--- src/rtl/r2sdf_bfly_stage.sv ---
// Radix-2 single-path delay-feedback butterfly stage for the streaming FFT.
// Optional macro BFLY_ROUND_EN: round-half-up with saturation when SCALE=1.
module r2sdf_bfly_stage #(
    parameter int DELAY_LEN = 8,
    parameter int SCALE     = 1
) (
    input  logic        clk,
    input  logic        rst_n,
    input  logic        enable,
    input  logic        in_valid,
    input  logic        in_sof,
    input  logic [15:0] x_in_re,
    input  logic [15:0] x_in_im,
    output logic        out_valid,
    output logic        out_sof,
    output logic        out_phase,
    output logic [15:0] x_out_re,
    output logic [15:0] x_out_im,
    output logic        sync_err
);

    localparam int CW = $clog2(2 * DELAY_LEN);
    localparam logic [CW-1:0] HALF = CW'(DELAY_LEN);
    localparam logic [CW-1:0] LAST = CW'(2 * DELAY_LEN - 1);
    localparam logic [CW-1:0] ONE  = CW'(1);

    logic [CW-1:0] cnt;
    logic [CW-1:0] cnt_eff;
    logic          primed;
    logic          accept;
    logic          mid_sof;
    logic          phase;

    logic [15:0] lane_re [DELAY_LEN];
    logic [15:0] lane_im [DELAY_LEN];
    logic [15:0] head_re;
    logic [15:0] head_im;

    logic [16:0] sum_re;
    logic [16:0] sum_im;
    logic [16:0] dif_re;
    logic [16:0] dif_im;
    logic [15:0] sum_re_s;
    logic [15:0] sum_im_s;
    logic [15:0] dif_re_s;
    logic [15:0] dif_im_s;

    // Scale a 17-bit exact butterfly result down to the 16-bit stream width.
    function automatic logic [15:0] scale_fn(input logic [16:0] v);
        logic [17:0] r;
        logic [16:0] t;
        logic [15:0] res;
        r   = {v[16], v};
        t   = v;
        res = v[15:0];
        if (SCALE == 1) begin
`ifdef BFLY_ROUND_EN
            r = r + 18'd1;
            t = r[17:1];
            if (!t[16] && t[15])
                res = 16'h7fff;
            else if (t[16] && !t[15])
                res = 16'h8000;
            else
                res = t[15:0];
`else
            res = v[16:1];
`endif
        end
        return res;
    endfunction

    assign accept  = enable & in_valid;
    assign cnt_eff = in_sof ? '0 : cnt;
    assign phase   = cnt_eff[CW-1];
    assign mid_sof = accept & in_sof & (cnt != '0);

    assign head_re = lane_re[DELAY_LEN-1];
    assign head_im = lane_im[DELAY_LEN-1];

    assign sum_re = {head_re[15], head_re} + {x_in_re[15], x_in_re};
    assign sum_im = {head_im[15], head_im} + {x_in_im[15], x_in_im};
    assign dif_re = {head_re[15], head_re} - {x_in_re[15], x_in_re};
    assign dif_im = {head_im[15], head_im} - {x_in_im[15], x_in_im};

    assign sum_re_s = scale_fn(sum_re);
    assign sum_im_s = scale_fn(sum_im);
    assign dif_re_s = scale_fn(dif_re);
    assign dif_im_s = scale_fn(dif_im);

    // Lane contents are masked by primed, so they carry no reset.
    always_ff @(posedge clk) begin
        if (accept) begin
            lane_re[0] <= phase ? dif_re_s : x_in_re;
            lane_im[0] <= phase ? dif_im_s : x_in_im;
            for (int i = 1; i < DELAY_LEN; i++) begin
                lane_re[i] <= lane_re[i-1];
                lane_im[i] <= lane_im[i-1];
            end
        end
    end

    always_ff @(posedge clk or negedge rst_n) begin
        if (!rst_n) begin
            cnt       <= '0;
            primed    <= 1'b0;
            out_valid <= 1'b0;
            out_sof   <= 1'b0;
            out_phase <= 1'b0;
            sync_err  <= 1'b0;
            x_out_re  <= '0;
            x_out_im  <= '0;
        end else if (enable) begin
            out_valid <= 1'b0;
            out_sof   <= 1'b0;
            sync_err  <= 1'b0;
            if (in_valid) begin
                cnt      <= cnt_eff + ONE;
                sync_err <= mid_sof;
                if (mid_sof)
                    primed <= 1'b0;
                else if (cnt_eff == LAST)
                    primed <= 1'b1;
                if (!phase) begin
                    out_phase <= 1'b1;
                    // Differences of the previous frame drain out here.
                    if (primed && !mid_sof) begin
                        out_valid <= 1'b1;
                        x_out_re  <= head_re;
                        x_out_im  <= head_im;
                    end
                end else begin
                    out_phase <= 1'b0;
                    out_valid <= 1'b1;
                    out_sof   <= (cnt_eff == HALF);
                    x_out_re  <= sum_re_s;
                    x_out_im  <= sum_im_s;
                end
            end
        end
    end

endmodule

--- config.mk ---
export PLATFORM = sky130hd
export DESIGN_NAME = r2sdf_bfly_stage
export DESIGN_NICKNAME = d
export VERILOG_FILES = /design/src/rtl/r2sdf_bfly_stage.sv
export SDC_FILE = /design/constraint.sdc
export NUM_CORES = 1
export LEC_CHECK = 0
export ABC_CLOCK_PERIOD_IN_PS = 3150
export CAP_MARGIN = 20
export CORE_MARGIN = 2
export CORE_UTILIZATION = 60
export DETAILED_ROUTE_END_ITERATION = 8
export HOLD_SLACK_MARGIN = 0.02
export PLACE_DENSITY = 0.85
export RECOVER_POWER = 100
export SLEW_MARGIN = 20
export SYNTH_ARGS = -nofsm -noshare
export SYNTH_HDL_FRONTEND = slang
export SYNTH_SLANG_ARGS = --single-unit
--- constraint.sdc ---
create_clock -name clk -period 3.15 [get_ports clk]
set_clock_uncertainty 0.1 [all_clocks]
set_input_delay 0.63 -clock clk [delete_from_list [all_inputs] [get_ports clk]]
set_output_delay 0.63 -clock clk [all_outputs]
set_load 0.05 [all_outputs]
Word-level counts from Yosys, hierarchy flattened
Memory sizes are Yosys's and may differ from the RTL's.
Index checks and enable logic that the tools add are counted.

storage, ports and cells
  flip-flop bits (word level) = 41
  logic and storage cells = 46
  RAM bits = 256
  bits in read-only memories = 0
  memories = 2
  bits in latches = 0

operators by class
  add/sub/neg operators = 5
  reduce and logical (&&, ||, !) cells = 8
  magnitude comparators = 0
  mux-type cells = 18
  shift operators = 0
  bitwise gates (word level) = 3
  div/mod/pow operators = 0
  eq/ne operators = 2
  $mul = 0

memories
  memory   words  bits a word  rd ports  clocked after memory_dff  wr ports  line  source
  lane_im  8      16           8         0                         8         35    logic [15:0] lane_im [DELAY_LEN];
  lane_re  8      16           8         0                         8         34    logic [15:0] lane_re [DELAY_LEN];

operators by type and width
  operator                                      count
  2-to-1 mux 16 bit                             6
  adder 16 x 16 -> 17 bit                       2
  subtractor 16 x 16 -> 17 bit                  2
  2-to-1 mux 1 bit                              11
  equality test 4 bit (second input constant)   2
  AND reduction 3 bit                           2
  adder 4 x 1 -> 4 bit (second input constant)  1
  2-to-1 mux 4 bit                              1
  nonzero test 2 bit                            2
  nonzero test 4 bit                            1
  bitwise AND 1 bit                             3
  AND reduction 2 bit                           1
  logical AND 1 bit                             1
  zero test 1 bit                               1

Longest topological paths before layout
  word-level depth = 8
  gate-level depth with buffers = 10
  depth with buffers taken out = 9

Worst setup path before layout
OpenSTA, ideal clock, no wires.

  path kind = input -> register
  start = input enable
  end = register x_out_re[14]
  stages = 7
  arrival time = 4.828 ns
  data required time = 2.919 ns
  buffers on the path = 0
  library setup time = 0.131 ns
  path slack = -1.909 ns
  path through = nand2_1 -> inv_2 -> nand2_1 -> nor3b_1 -> a31oi_1 -> o221ai_1 -> a21oi_1

on the way
  longest elaborated chain between the ends = 7

ends and longest elaborated chain
  element                                 line  source
  start: declaration                      9     input logic enable,
  bitwise AND 1 bit                       73    assign accept = enable & in_valid;
  bitwise AND 1 bit (2 in series)         76    assign mid_sof = accept & in_sof & (cnt != '0);
  zero test 1 bit                         127   if (primed && !mid_sof) begin
  logical AND 1 bit                       127
  nonzero test 2 bit (no source line)     -
  AND reduction 3 bit (no source line) *  -
  end signal: assignment                  129   x_out_re <= head_re;
  end signal: assignment                  136   x_out_re <= sum_re_s;
  end: declaration                        17    output logic [15:0] x_out_re,

Every way passes the cells marked *; elsewhere a longest branch is shown, timed or not.
A chain may end at the register's enable or synchronous reset.

Worst setup path after layout
  start = input in_sof
  end = register x_out_im[14]

on the way
  longest elaborated chain between the ends = 6
  elaborated cells on any way between the ends = 8

ends and longest elaborated chain
  element                               line  source
  start: declaration                    11    input logic in_sof,
  bitwise AND 1 bit (2 in series)       76
  zero test 1 bit                       127
  logical AND 1 bit                     127
  nonzero test 2 bit (no source line)   -
  AND reduction 3 bit (no source line)  -
  end signal: assignment                130   x_out_im <= head_im;
  end signal: assignment                137   x_out_im <= sum_im_s;
  end: declaration                      18    output logic [15:0] x_out_im,

Several ways; a longest one is shown, not always the timed one.

==> flow_metrics.tcl <==
set metrics [dict create \
    postRouteAntennaNets 0 \
    worstReg2RegEnd "x_out_im[13]" \
    worst_r2r_path_depth 9 \
    syn_avg_cell_area_um2 13.3 \
    critPathCaptureType "flop" \
    final_core_util 0.745 \
    syn_area_mm2 0.0131 \
    p_leak_nw 6.41 \
    slew_headroom -0.00681 \
    hold_path_end "lane_im[1][17]" \
    ys_ff_latch 297 \
    ios 73 \
    drive_above_1_share 0.166 \
    synth_nets 1087 \
    clkTransAtPathRegs_ns 0.06 \
    drtIter0Drc 632 \
    grt_pass1_vias 8663 \
    clock_power_share 0.408 \
    outcome "finished with violations" \
    irDropWorstVdd_uv 509 \
    internal-power_w 0.00726 \
    synth-edff-count 256 \
    yosysUniqueCellTypes 79 \
    cts_tree "built" \
    die_area_mm2 0.0230 \
    diodes 0 \
    crit_path_start_kind "input pin" \
    switchingPower_w 0.00216 \
    setup_viol 0 \
    dp.final_hpwl_um 19500 \
    synthArstFlopShare 0.138 \
    antenna_found_initial 0 \
    finalCriticalPeriod_ns 3.01 \
    path_max_fanout 11 \
    place_congestion 0.910 \
    cts.sinks 297 \
    area_growth_pct 22.9 \
    period_share 0.957 \
    drv_slew 62 \
    cts-root-buf "clkbuf_16" \
    cts_max_path_buffers 3 \
    final_common_cell "edfxtp_1" \
    worst-setup-path-type "in2reg" \
    final_nets 1289 \
    via_per_inst 5.82 \
    finalHoldViolations 0 \
    power_w 0.00943 \
    yosysWarnings 0 \
    cts_setup_buffers 0 \
    violations "capacitance limit, slew limit" \
    wire_per_inst_um 19.2 \
    p_per_area_mw_per_mm2 585 \
    die_width_um 152 \
    fp.dieH_um 152 \
    cts.htree.levels 1 \
    rsz0062_at_grt "no" \
    hold_depth 0 \
    yosysSeqAreaShare 0.665 \
    timing.rr.start "lane_im[1][48]" \
    switching_share 0.229 \
    required_ns 3.51 \
    layout_common_cells "edfxtp_1, buf_4, nand2_1, o21ai_0, ha_1" \
    synth_flop_cell "edfxtp_1" \
    syn_inst 984 \
    max_freq_ghz 0.332 \
    min-delay-start "lane_im[1][1]" \
    rows 54 \
    place.port_buffers 72 \
    worst_pin_slew_ns 1.51 \
    initial_utilization 0.606 \
    clock_latency_ns 0.55 \
    grt_usage 0.247 \
    routed_wl_um 28700 \
    core-area_mm2 0.0216 \
    reg2reg_slack_ns 0.24 \
    crit_arrival_ns 3.37 \
    grt_start_max_net_pins 124 \
    cts_buffers 30 \
    grt_first_pass_wirelength_um 45900 \
    hp-class "reg2reg" \
    p_seq_frac 0.480 \
    grt-ovfl-total 0 \
    drc 0 \
    vias 8669 \
    first_pass_iters 5 \
    comb_power_share 0.112 \
    maxCapViolCount 1 \
]
[worst max-delay path, stage by stage]
cell and delay, ns:
dlygate4sd3_1 0.73, o41ai_1 0.22, and2_1 0.27, o21ai_0 0.95
buf_4 0.36, a22oi_1 0.11, o21ai_0 0.09
[area by class of cell]
| cell class | count | area (um^2) |
|---|---|---|
| Fill cell | 1430 | 5520 |
| Clock buffer | 37 | 828 |
| Multi-Input combinational cell | 584 | 3980 |
| Clock inverter | 19 | 268 |
| Inverter | 63 | 244 |
| Sequential cell | 297 | 8710 |
| Tap cell | 280 | 350 |
| Timing Repair Buffer | 210 | 1720 |
[stage by stage]
stage                     hold WS, ns  instance area [um^2]  instances  setup slack (ns)  setup TNS, ns
after floorplan                 0.234                 13100        984            0.0988              0
after global placement          0.301                 15100       1433            -0.377          -5.87
after detailed placement        0.305                 15100       1433            -0.529          -9.70
after CTS                       0.314                 16200       1490            0.0339              0
after global routing            0.319                 16100       1490           0.00477              0
final                           0.315                 16100       1490             0.136              0
[how the worst max path moves through the flow]
| stage | startpoint | to | slack, ns | depth (start not counted) |
|---|---|---|---|---|
| after floorplan | enable | x_out_re[15] | 0.1 | 6 |
| after global placement | x_in_im[0] | x_out_im[15] | -0.38 | 10 |
| after detailed placement | x_in_im[1] | x_out_im[14] | -0.53 | 12 |
| after CTS | x_in_im[1] | x_out_im[14] | 0.03 | 12 |
| after global routing | x_in_im[0] | lane_im[0][15] | 0.005 | 10 |
| final | in_sof | x_out_im[14] | 0.14 | 7 |
[power by group through the flow]
stage | registers (W) | logic (W) | clock network [W]
final | 0.00453 | 0.00105 | 0.00385
after global routing | 0.00454 | 0.00114 | 0.00407
after CTS | 0.00453 | 0.00106 | 0.00393
after detailed placement | 0.00460 | 0.00105 | 0
after global placement | 0.00460 | 0.00102 | 0
after floorplan | 0.00466 | 0.000532 | 0
[cell usage after synthesis (all sizes together) (3+ instances only)]
cell | count | area [um^2]
nor2b | 11 | 71.3
edfxtp | 256 | 7690
o22ai | 7 | 43.8
buf | 19 | 101
nor4 | 7 | 50.1
fa | 4 | 80.1
a22oi | 5 | 37.5
ha | 62 | 776
a31oi | 11 | 75.1
dfrtp | 41 | 1030
o41ai | 5 | 58.8
nor2 | 53 | 199
o21a | 10 | 75.1
mux2i | 4 | 40.0
nor3 | 14 | 75.1
or3 | 7 | 43.8
a21oi | 61 | 309
o211ai | 8 | 60.1
a2111oi | 6 | 73.8
xor2 | 6 | 52.6
nand2 | 78 | 293
nand3b | 3 | 22.5
a221oi | 3 | 26.3
o31ai | 10 | 75.1
o31a | 3 | 27.5
a22o | 3 | 26.3
inv | 62 | 233
xnor2 | 34 | 298
nand2b | 11 | 68.8
and2 | 5 | 31.3
a211oi | 6 | 45.0
o21bai | 5 | 37.5
nor3b | 5 | 37.5
o221ai | 3 | 26.3
a211o | 4 | 35.0
and3 | 6 | 37.5
o21ai | 77 | 385
a21o | 6 | 45.0
nand4 | 3 | 18.8
nand3 | 10 | 50.1
clkbuf | 21 | 98.9
[sequential cells by signal, indices dropped and copies added (netlist names)]
register,count
cnt,4
out_sof,1
lane_im,128
out_valid,1
sync_err,1
x_out_im,16
lane_re,128
primed,1
x_out_re,16
out_phase,1
[per-layer routing]
| layer | wire, um | up-vias | share of wire | track usage |
|---|---|---|---|---|
| met5 | 0 | - | 0 | 0 |
| met4 | 784 | 0 | 0.027 | 0.0676 |
| met3 | 1910 | 68 | 0.067 | 0.0434 |
| met2 | 13300 | 328 | 0.46 | 0.387 |
| met1 | 12700 | 4212 | 0.44 | 0.365 |
| li1 | - | 4061 | - | - |
[logic make-up after synthesis]
group / synth area share
mux: 0.00391
flops: 0.665
fa+ha+maj: 0.0653
compound gates: 0.123
simple gates: 0.0830
xor+xnor: 0.0267
buf+inv: 0.0333
[repair_timing]
action,in CTS,in global routing
endpoints found under the hold margin,17,0
hold buffers,1,0
gates resized for setup,0,8
endpoints found under the setup margin,0,11
No activity file was read; power rests on OpenSTA's default activity.
